==> config.mk <==
export PLATFORM = sky130hd
export DESIGN_NAME = board_input_conditioner
export DESIGN_NICKNAME = d
export VERILOG_FILES = /design/src/rtl/board_input_conditioner.sv
export SDC_FILE = /design/constraint.sdc
export NUM_CORES = 1
export LEC_CHECK = 0
export ABC_AREA = 1
export BUFFER_PORTS_ARGS = -buffer_cell sky130_fd_sc_hd__buf_2
export CAP_MARGIN = 30
export CELL_PAD_IN_SITES_DETAIL_PLACEMENT = 0
export CELL_PAD_IN_SITES_GLOBAL_PLACEMENT = 1
export CORE_MARGIN = 2
export CORE_UTILIZATION = 50
export DETAILED_ROUTE_END_ITERATION = 16
export PLACE_DENSITY = 0.84
export SLEW_MARGIN = 20
export SYNTH_ARGS = -nofsm -noshare
export SYNTH_HDL_FRONTEND = slang
export SYNTH_SLANG_ARGS = --single-unit
==> constraint.sdc <==
create_clock -name clock -period 2.5 [get_ports clock]
set_input_delay 0.5 -clock clock [delete_from_list [all_inputs] [get_ports clock]]
set_output_delay 0.5 -clock clock [all_outputs]
set_load 0.005 [all_outputs]
==> src/rtl/board_input_conditioner.sv <==
`default_nettype none
// ============================================================================
// Module   : board_input_conditioner
// Function : board clock divider/strobe, input synchronise+debounce with edge
//            pulses, and a stretched SoC reset from a raw reset button.
// Revision : 1.0
// ============================================================================
module board_input_conditioner #(
  parameter int                    DIVIDE_BY         = 2,
  parameter int                    NUM_INPUTS        = 4,
  parameter int                    DEBOUNCE_CYCLES   = 1000000,
  parameter int                    RESET_HOLD_CYCLES = 16,
  parameter logic [NUM_INPUTS-1:0] INPUT_RESET_VALUE = '0
) (
  input  logic                  clock,
  input  logic                  reset_n,
  input  logic [NUM_INPUTS-1:0] raw_inputs,
  input  logic                  reset_button,
  output logic                  clock_divided,
  output logic                  clock_enable,
  output logic [NUM_INPUTS-1:0] debounced,
  output logic [NUM_INPUTS-1:0] rise_pulse,
  output logic [NUM_INPUTS-1:0] fall_pulse,
  output logic                  system_reset_n
);

  localparam int c_HALF   = DIVIDE_BY / 2;
  localparam int c_DIV_W  = (c_HALF > 1) ? $clog2(c_HALF) : 1;
  localparam int c_DEB_W  = $clog2(DEBOUNCE_CYCLES);
  localparam int c_HOLD_W = (RESET_HOLD_CYCLES > 1) ? $clog2(RESET_HOLD_CYCLES) : 1;
  localparam int c_NCH    = NUM_INPUTS + 1;

  localparam logic [c_DIV_W-1:0]  c_DIV_TERM = c_DIV_W'(c_HALF - 1);
  localparam logic [c_DEB_W-1:0]  c_DEB_MAX  = c_DEB_W'(DEBOUNCE_CYCLES - 1);
  localparam logic [c_HOLD_W-1:0] c_HOLD_MAX = c_HOLD_W'(RESET_HOLD_CYCLES - 1);
  // Channel NUM_INPUTS is the reset button, which always resets low.
  localparam logic [c_NCH-1:0]    c_SYNC_RST = {1'b0, INPUT_RESET_VALUE};

  logic [c_DIV_W-1:0] div_cnt_q, div_cnt_d;
  logic               div_clk_q, div_clk_d;
  logic               div_en_q;

  always_comb begin
    div_cnt_d = div_cnt_q + c_DIV_W'(1);
    div_clk_d = div_clk_q;
    if (div_cnt_q == c_DIV_TERM) begin
      div_cnt_d = '0;
      div_clk_d = ~div_clk_q;
    end
  end

  // Strobe is registered so it lines up with the cycle whose end raises the divided clock.
  always_ff @(posedge clock or negedge reset_n) begin
    if (!reset_n) begin
      div_cnt_q <= '0;
      div_clk_q <= 1'b0;
      div_en_q  <= 1'b0;
    end else begin
      div_cnt_q <= div_cnt_d;
      div_clk_q <= div_clk_d;
      div_en_q  <= (div_cnt_d == c_DIV_TERM) && !div_clk_d;
    end
  end

  logic [c_NCH-1:0] sync1_q, sync2_q;

  always_ff @(posedge clock or negedge reset_n) begin
    if (!reset_n) begin
      sync1_q <= c_SYNC_RST;
      sync2_q <= c_SYNC_RST;
    end else begin
      sync1_q <= {reset_button, raw_inputs};
      sync2_q <= sync1_q;
    end
  end

  logic [c_NCH-1:0] deb_w;
  logic [c_NCH-1:0] accept_w;

  for (genvar i = 0; i < c_NCH; i++) begin : g_chan
    logic [c_DEB_W-1:0] cnt_q;
    logic               deb_q;

    assign accept_w[i] = (sync2_q[i] != deb_q) && (cnt_q == c_DEB_MAX);
    assign deb_w[i]    = deb_q;

    always_ff @(posedge clock or negedge reset_n) begin
      if (!reset_n) begin
        cnt_q <= '0;
        deb_q <= c_SYNC_RST[i];
      end else if (sync2_q[i] == deb_q) begin
        cnt_q <= '0;
      end else if (accept_w[i]) begin
        cnt_q <= '0;
        deb_q <= sync2_q[i];
      end else begin
        cnt_q <= cnt_q + c_DEB_W'(1);
      end
    end
  end

  logic [NUM_INPUTS-1:0] rise_q, fall_q;

  always_ff @(posedge clock or negedge reset_n) begin
    if (!reset_n) begin
      rise_q <= '0;
      fall_q <= '0;
    end else begin
      rise_q <= accept_w[NUM_INPUTS-1:0] &  sync2_q[NUM_INPUTS-1:0];
      fall_q <= accept_w[NUM_INPUTS-1:0] & ~sync2_q[NUM_INPUTS-1:0];
    end
  end

  typedef enum logic [0:0] {
    ST_HOLD = 1'b0,
    ST_RUN  = 1'b1
  } rst_state_t;

  rst_state_t          rst_state_q;
  logic [c_HOLD_W-1:0] hold_cnt_q;
  logic                sys_rst_n_q;
  logic                btn_w;

  assign btn_w = deb_w[NUM_INPUTS];

  always_ff @(posedge clock or negedge reset_n) begin
    if (!reset_n) begin
      rst_state_q <= ST_HOLD;
      hold_cnt_q  <= '0;
      sys_rst_n_q <= 1'b0;
    end else begin
      case (rst_state_q)
        ST_HOLD: begin
          if (btn_w) begin
            hold_cnt_q <= '0;
          end else if (hold_cnt_q == c_HOLD_MAX) begin
            hold_cnt_q  <= '0;
            rst_state_q <= ST_RUN;
            sys_rst_n_q <= 1'b1;
          end else begin
            hold_cnt_q <= hold_cnt_q + c_HOLD_W'(1);
          end
        end
        ST_RUN: begin
          if (btn_w) begin
            hold_cnt_q  <= '0;
            rst_state_q <= ST_HOLD;
            sys_rst_n_q <= 1'b0;
          end
        end
        default: begin
          hold_cnt_q  <= '0;
          rst_state_q <= ST_HOLD;
          sys_rst_n_q <= 1'b0;
        end
      endcase
    end
  end

  assign clock_divided  = div_clk_q;
  assign clock_enable   = div_en_q;
  assign debounced      = deb_w[NUM_INPUTS-1:0];
  assign rise_pulse     = rise_q;
  assign fall_pulse     = fall_q;
  assign system_reset_n = sys_rst_n_q;

endmodule
`default_nettype wire

# ---- Word-level counts from Yosys, hierarchy flattened
# Index checks and enable logic that the tools add are counted.
dict set report op_classes {
  addsub 7
  bitwise 11
  n_mux 24
  eq_ne 19
  reduce_logical 13
}
# operator n
set op_table {}
lappend op_table {{$mux 20} 10}
lappend op_table {{$add 20x1->20 const B} 5}
lappend op_table {{$eq 20x20->1 const B} 5}
lappend op_table {{$mux 4} 3}
lappend op_table {{$reduce_and 2->1} 5}
lappend op_table {{$and 4x4->4} 2}
lappend op_table {{$mux 1} 8}
lappend op_table {{$not 1->1} 8}
lappend op_table {{$pmux 4 s2} 1}
lappend op_table {{$logic_and 1x1->1} 6}
lappend op_table {{$ne 2x2->1 const B} 3}
lappend op_table {{$eq 1x1->1} 5}
lappend op_table {{$ne 1x1->1} 5}
lappend op_table {{$add 4x1->4 const B} 1}
lappend op_table {{$eq 4x4->1 const B} 1}
lappend op_table {{$not 4->4} 1}
lappend op_table {{$pmux 1 s2} 2}
lappend op_table {{$reduce_and 3->1} 1}
lappend op_table {{$add 1x1->1 const B} 1}
lappend op_table {{$logic_not 1->1} 1}
dict set report totals {
  word_cells 94
  ff_bits 132
  output_inout_bits 15
}

# ---- Longest topological paths before layout
dict set report logic_depth {
  word_depth 4
  ltp_mapped 9
  depth_no_buf 9
}

# ---- Worst setup path after synthesis
# Ideal clock, no wire load.
dict set report synth_path {
  kind {register to register}
  from {register g_chan[0].cnt_q[0]}
  to {register g_chan[0].cnt_q[9]}
  required_time_ps 2381
  n_path_buf 1
  arrival_time_ps 1225
  setup_slack_ps 1156
  synth_period_minus_slack_ps 1344
  stages_incl_launch_ff 9
  cell_sequence {dfrtp_1 > ha_1 > nand3_2 > nor2_4 > and2_1 > nand2_1 > buf_6 > nand2_1 > nor2_1}
}
dict set report synth_via {
  elab_chain_len 4
  elab_cells_between_ends 5
  classes_between {1 x add/sub; 1 x eq/ne; 2 x mux; 1 x reduce/logical}
}
# element line_no
set synth_lines {}
lappend synth_lines {{from (decl)} 81} ;# logic [c_DEB_W-1:0] cnt_q;
lappend synth_lines {{from (signal assigned)} 97} ;# cnt_q <= cnt_q + c_DEB_W'(1);
lappend synth_lines {{branches (longest 2 deep; another with $add 20x1->20)} -}
lappend synth_lines {{$mux 20 *} 93} ;# end else if (accept_w[i]) begin
lappend synth_lines {{$mux 20 *} 91} ;# end else if (sync2_q[i] == deb_q) begin
# Mark *: on every way between the ends.
# A chain may end at the register's enable or synchronous reset.

# ---- Worst setup path after layout
dict set report layout_path {
  from {register g_chan[2].deb_q}
  to {register g_chan[2].deb_q}
}
dict set report layout_via {
  elab_chain_len 3
  elab_cells_between_ends 5
  classes_between {2 x eq/ne; 1 x bitwise; 2 x reduce/logical}
}
# element line_no
set layout_lines {}
lappend layout_lines {{from (decl)} 82} ;# logic deb_q;
lappend layout_lines {{from (signal assigned)} 90} ;# deb_q <= c_SYNC_RST[i];
lappend layout_lines {{from (signal assigned)} 95} ;# deb_q <= sync2_q[i];
lappend layout_lines {{$ne 1x1->1 or $eq 1x1->1 (tied branches)} {84, 91}}
lappend layout_lines {{$logic_and 1x1->1 or $not 1->1 (tied branches)} -}
lappend layout_lines {{$reduce_and 2->1 (no source line) *} -}
# Mark *: on every way between the ends. The rest lies on a longest branch, timed or not.

==> summary.txt <==
Pin count of the biggest net entering global routing - 66
Mapped Area - 7071 sq um
Leak Pwr - 3.792 nW
Worst VDD drop - 0.4714 mV
Tcrit/Tclk final - 74.51%
Status - complete, no violations
Die Y - 122.9 um
Die ar. - 15110 sq um
Avg Inst Size Synth - 7.627 sq um
HPWL Detailed - 10770 um
Num rows - 43
Synth area leaders - dfrtp_1 (46%), nand2_1 (11%), nor2_1 (9.8%)
Worst-Skew Late Latency - 0.41 ns
Total power divided by cell area - 603.8 nW/um^2
Critical Path RT - 2.81 ns
Slew margin rel. - 68.28%
TritonRoute pass-1 iters - 5
Synth warn - 0
Worst EP arrival - 2.17 ns
Worst Hold Slack - 0.1893 ns
Avg WL per Cell - 12.95 um
Hold Startpoint - raw_inputs[0]
GPL Wtd Cong - 0.8204
Clock-pin slew on the worst setup and hold paths - 0.06 ns
First-pass GRT wire length - 25490 um
Final setup fails - 0
Core ar. - 13830 sq um
Post-DRT Antenna Nets - 0
Pins Over Slew Limit - 0
Vias in the first global route - 5562
Number of H-tree levels - 4
Die W - 122.9 um
Setup_tns - 0 ns
Share of cells above drive strength 1 - 10.14%
RSZ-0062 raised after global routing - no
GRT Total Usage - 21.42%
Area after DPL - 7311 sq um
Synthesized net count - 940
CTS tree - built
# port buffers - 21
Most used DFF post-synth - dfrtp_1
Unique cell type count in the Yosys netlist - 30
Drt total wl - 14840 um
Worst reg2reg startpoint - g_chan[2].deb_q
Async S/R FF share, synth - 100.0%
Post-synth top area cell - dfrtp_1
Register area share after synthesis - 46.36%
Most common cell after layout, fill and taps aside - nand2_1
Final net count - 967
Antenna cells - 0
Deepest clock path buffer count - 2
Min cycle time layout - 1.863 ns
Root Buffer - clkbuf_16
I/O pins - 22
Initial antenna violation count - 1
Crit Path Category - reg -> reg
Routed vias - 5763
Synthesized instance count - 927
Max Clock Skew - 0.008323 ns
FMAX - 0.5369 GHz
CP max FO - 12
Measured slew at the worst slew-check pin - 0.4746 ns
Post-Layout Cell Count - 1146
CTS sink cnt - 131
Final hold vios - 0
Remaining Overflow, GRT - 0
DRC viols - 0
Yosys top cell area share - 46.36%
CP startpoint kind - flop
Detailed Route Iter0 Violations - 395
Fillers - 1271
Crit path launch - g_chan[2].deb_q
Via density - 5.029
Area Overhead vs Synth - 11.87%
Placed cell count - 1114
Most frequent cells in the layout - nand2_1 (204), nor2_1 (184), dfrtp_1 (131)
CTS buffer count - 17
Post-synth EDFFs - 0
Final non-filler cell area - 7910 sq um
Seq cells post-synth - 131
CP endpoint kind - flop
Final Power - 4.776 mW
Number of max-cap violations - 0
Worst Hold Class - in -> reg
Initial core utilization - 51.14%
per-stage QoR:
step / worst slack [ns] / utilization, %
floorplan: 1.156 / -
global placement: 0.7372 / 52.87
detailed placement: 0.6524 / 52.87
CTS: 0.6456 / 57.21
global route: 0.4423 / 57.21
finish: 0.6373 / 57.21
power breakdown:
group,leakage [nW],internal (mW),switching (mW),total [mW]
combinational,1.74,0.0372,0.105,0.143
clock,0.272,1.50,0.960,2.46
sequential,1.78,2.15,0.0234,2.17
layer usage:
layer  part of all wire (%)  routed length (um)  global-route usage, %  vias up
li1                       -                   -                      -     2953
met1                     47                6955                  27.27     2716
met2                     49                7214                  35.60       76
met3                    3.4                 505                  5.858       16
met4                   0.99                 147                  6.609        2
met5                  0.088                  13                      0        -
path summary, 6_finish.rpt:
check	cells after the start	to	slack [ns]
max in group asynchronous	3	rise_pulse[2]	1.21
worst max register to register	8	g_chan[2].deb_q	0.64
worst max-delay path	8	g_chan[2].deb_q	0.64
worst min register to register	0	sync2_q[1]	0.35
worst min-delay path	1	sync1_q[0]	0.19
min in group asynchronous	2	g_chan[2].cnt_q[16]	0.57
cell usage after synthesis, types with 2 or more instances:
| cell | count |
|---|---|
| nand2_1 | 204 |
| nor2_1 | 184 |
| dfrtp_1 | 131 |
| inv_1 | 120 |
| nand3_1 | 98 |
| xor2_1 | 33 |
| nand4_1 | 26 |
| a21oi_1 | 18 |
| nor2_4 | 15 |
| nor2_2 | 13 |
| nor3_1 | 12 |
| nand2_2 | 9 |
| xnor2_1 | 9 |
| o21ai_0 | 7 |
| ha_1 | 6 |
| buf_4 | 5 |
| clkinv_1 | 5 |
| nand3_2 | 5 |
| nor3b_1 | 5 |
| and2_1 | 4 |
| buf_2 | 4 |
| buf_6 | 4 |
| buf_1 | 2 |
| inv_2 | 2 |
cell families after synthesis:
logic type / share of synthesized area, %
DFF: 46.36
buffers and inverters: 8.494
xor gates and xnor gates: 5.203
and+or+nand+nor: 36.81
AOI/OAI and AO/OA: 2.071
adders and majority gates: 1.062
what timing repair did:
action / in CTS / in global routing
hold endpoints to repair: 5 / 0
gates resized for setup: 0 / 0
hold buffers: 1 / 0
setup buffers: 0 / 0
registers in the layout, indices dropped and copies added, names as in the netlist:
name / flops
rise_pulse: 4
system_reset_n: 1
sync1_q: 5
sync2_q: 5
g_chan.deb_q: 4
clock_divided: 1
rst_state_q: 1
g_chan.cnt_q: 100
hold_cnt_q: 4
clock_enable: 1
btn_w: 1
fall_pulse: 4
worst max-delay path, cell delays in order, from the launching register on:
cell	delay [ns]
dfrtp_1	0.40
inv_1	0.09
nand2_1	0.06
nand2_1	0.34
clkinv_1	0.40
nor2_1	0.24
nand3_1	0.11
nand2_1	0.08
inv_1	0.03
final cells by class:
cell class | count | area, sq um | area share (%)
flip-flops and latches | 131 | 3278 | 41.44
well taps | 180 | 225.2 | 2.847
inverters | 127 | 476.7 | 6.027
repair buffers | 24 | 148.9 | 1.882
clock buffers | 18 | 439.2 | 5.552
clock inverters | 13 | 150.1 | 1.898
multi-input cells | 653 | 3192 | 40.35
Note: power is estimated with default switching activity, not from simulation.
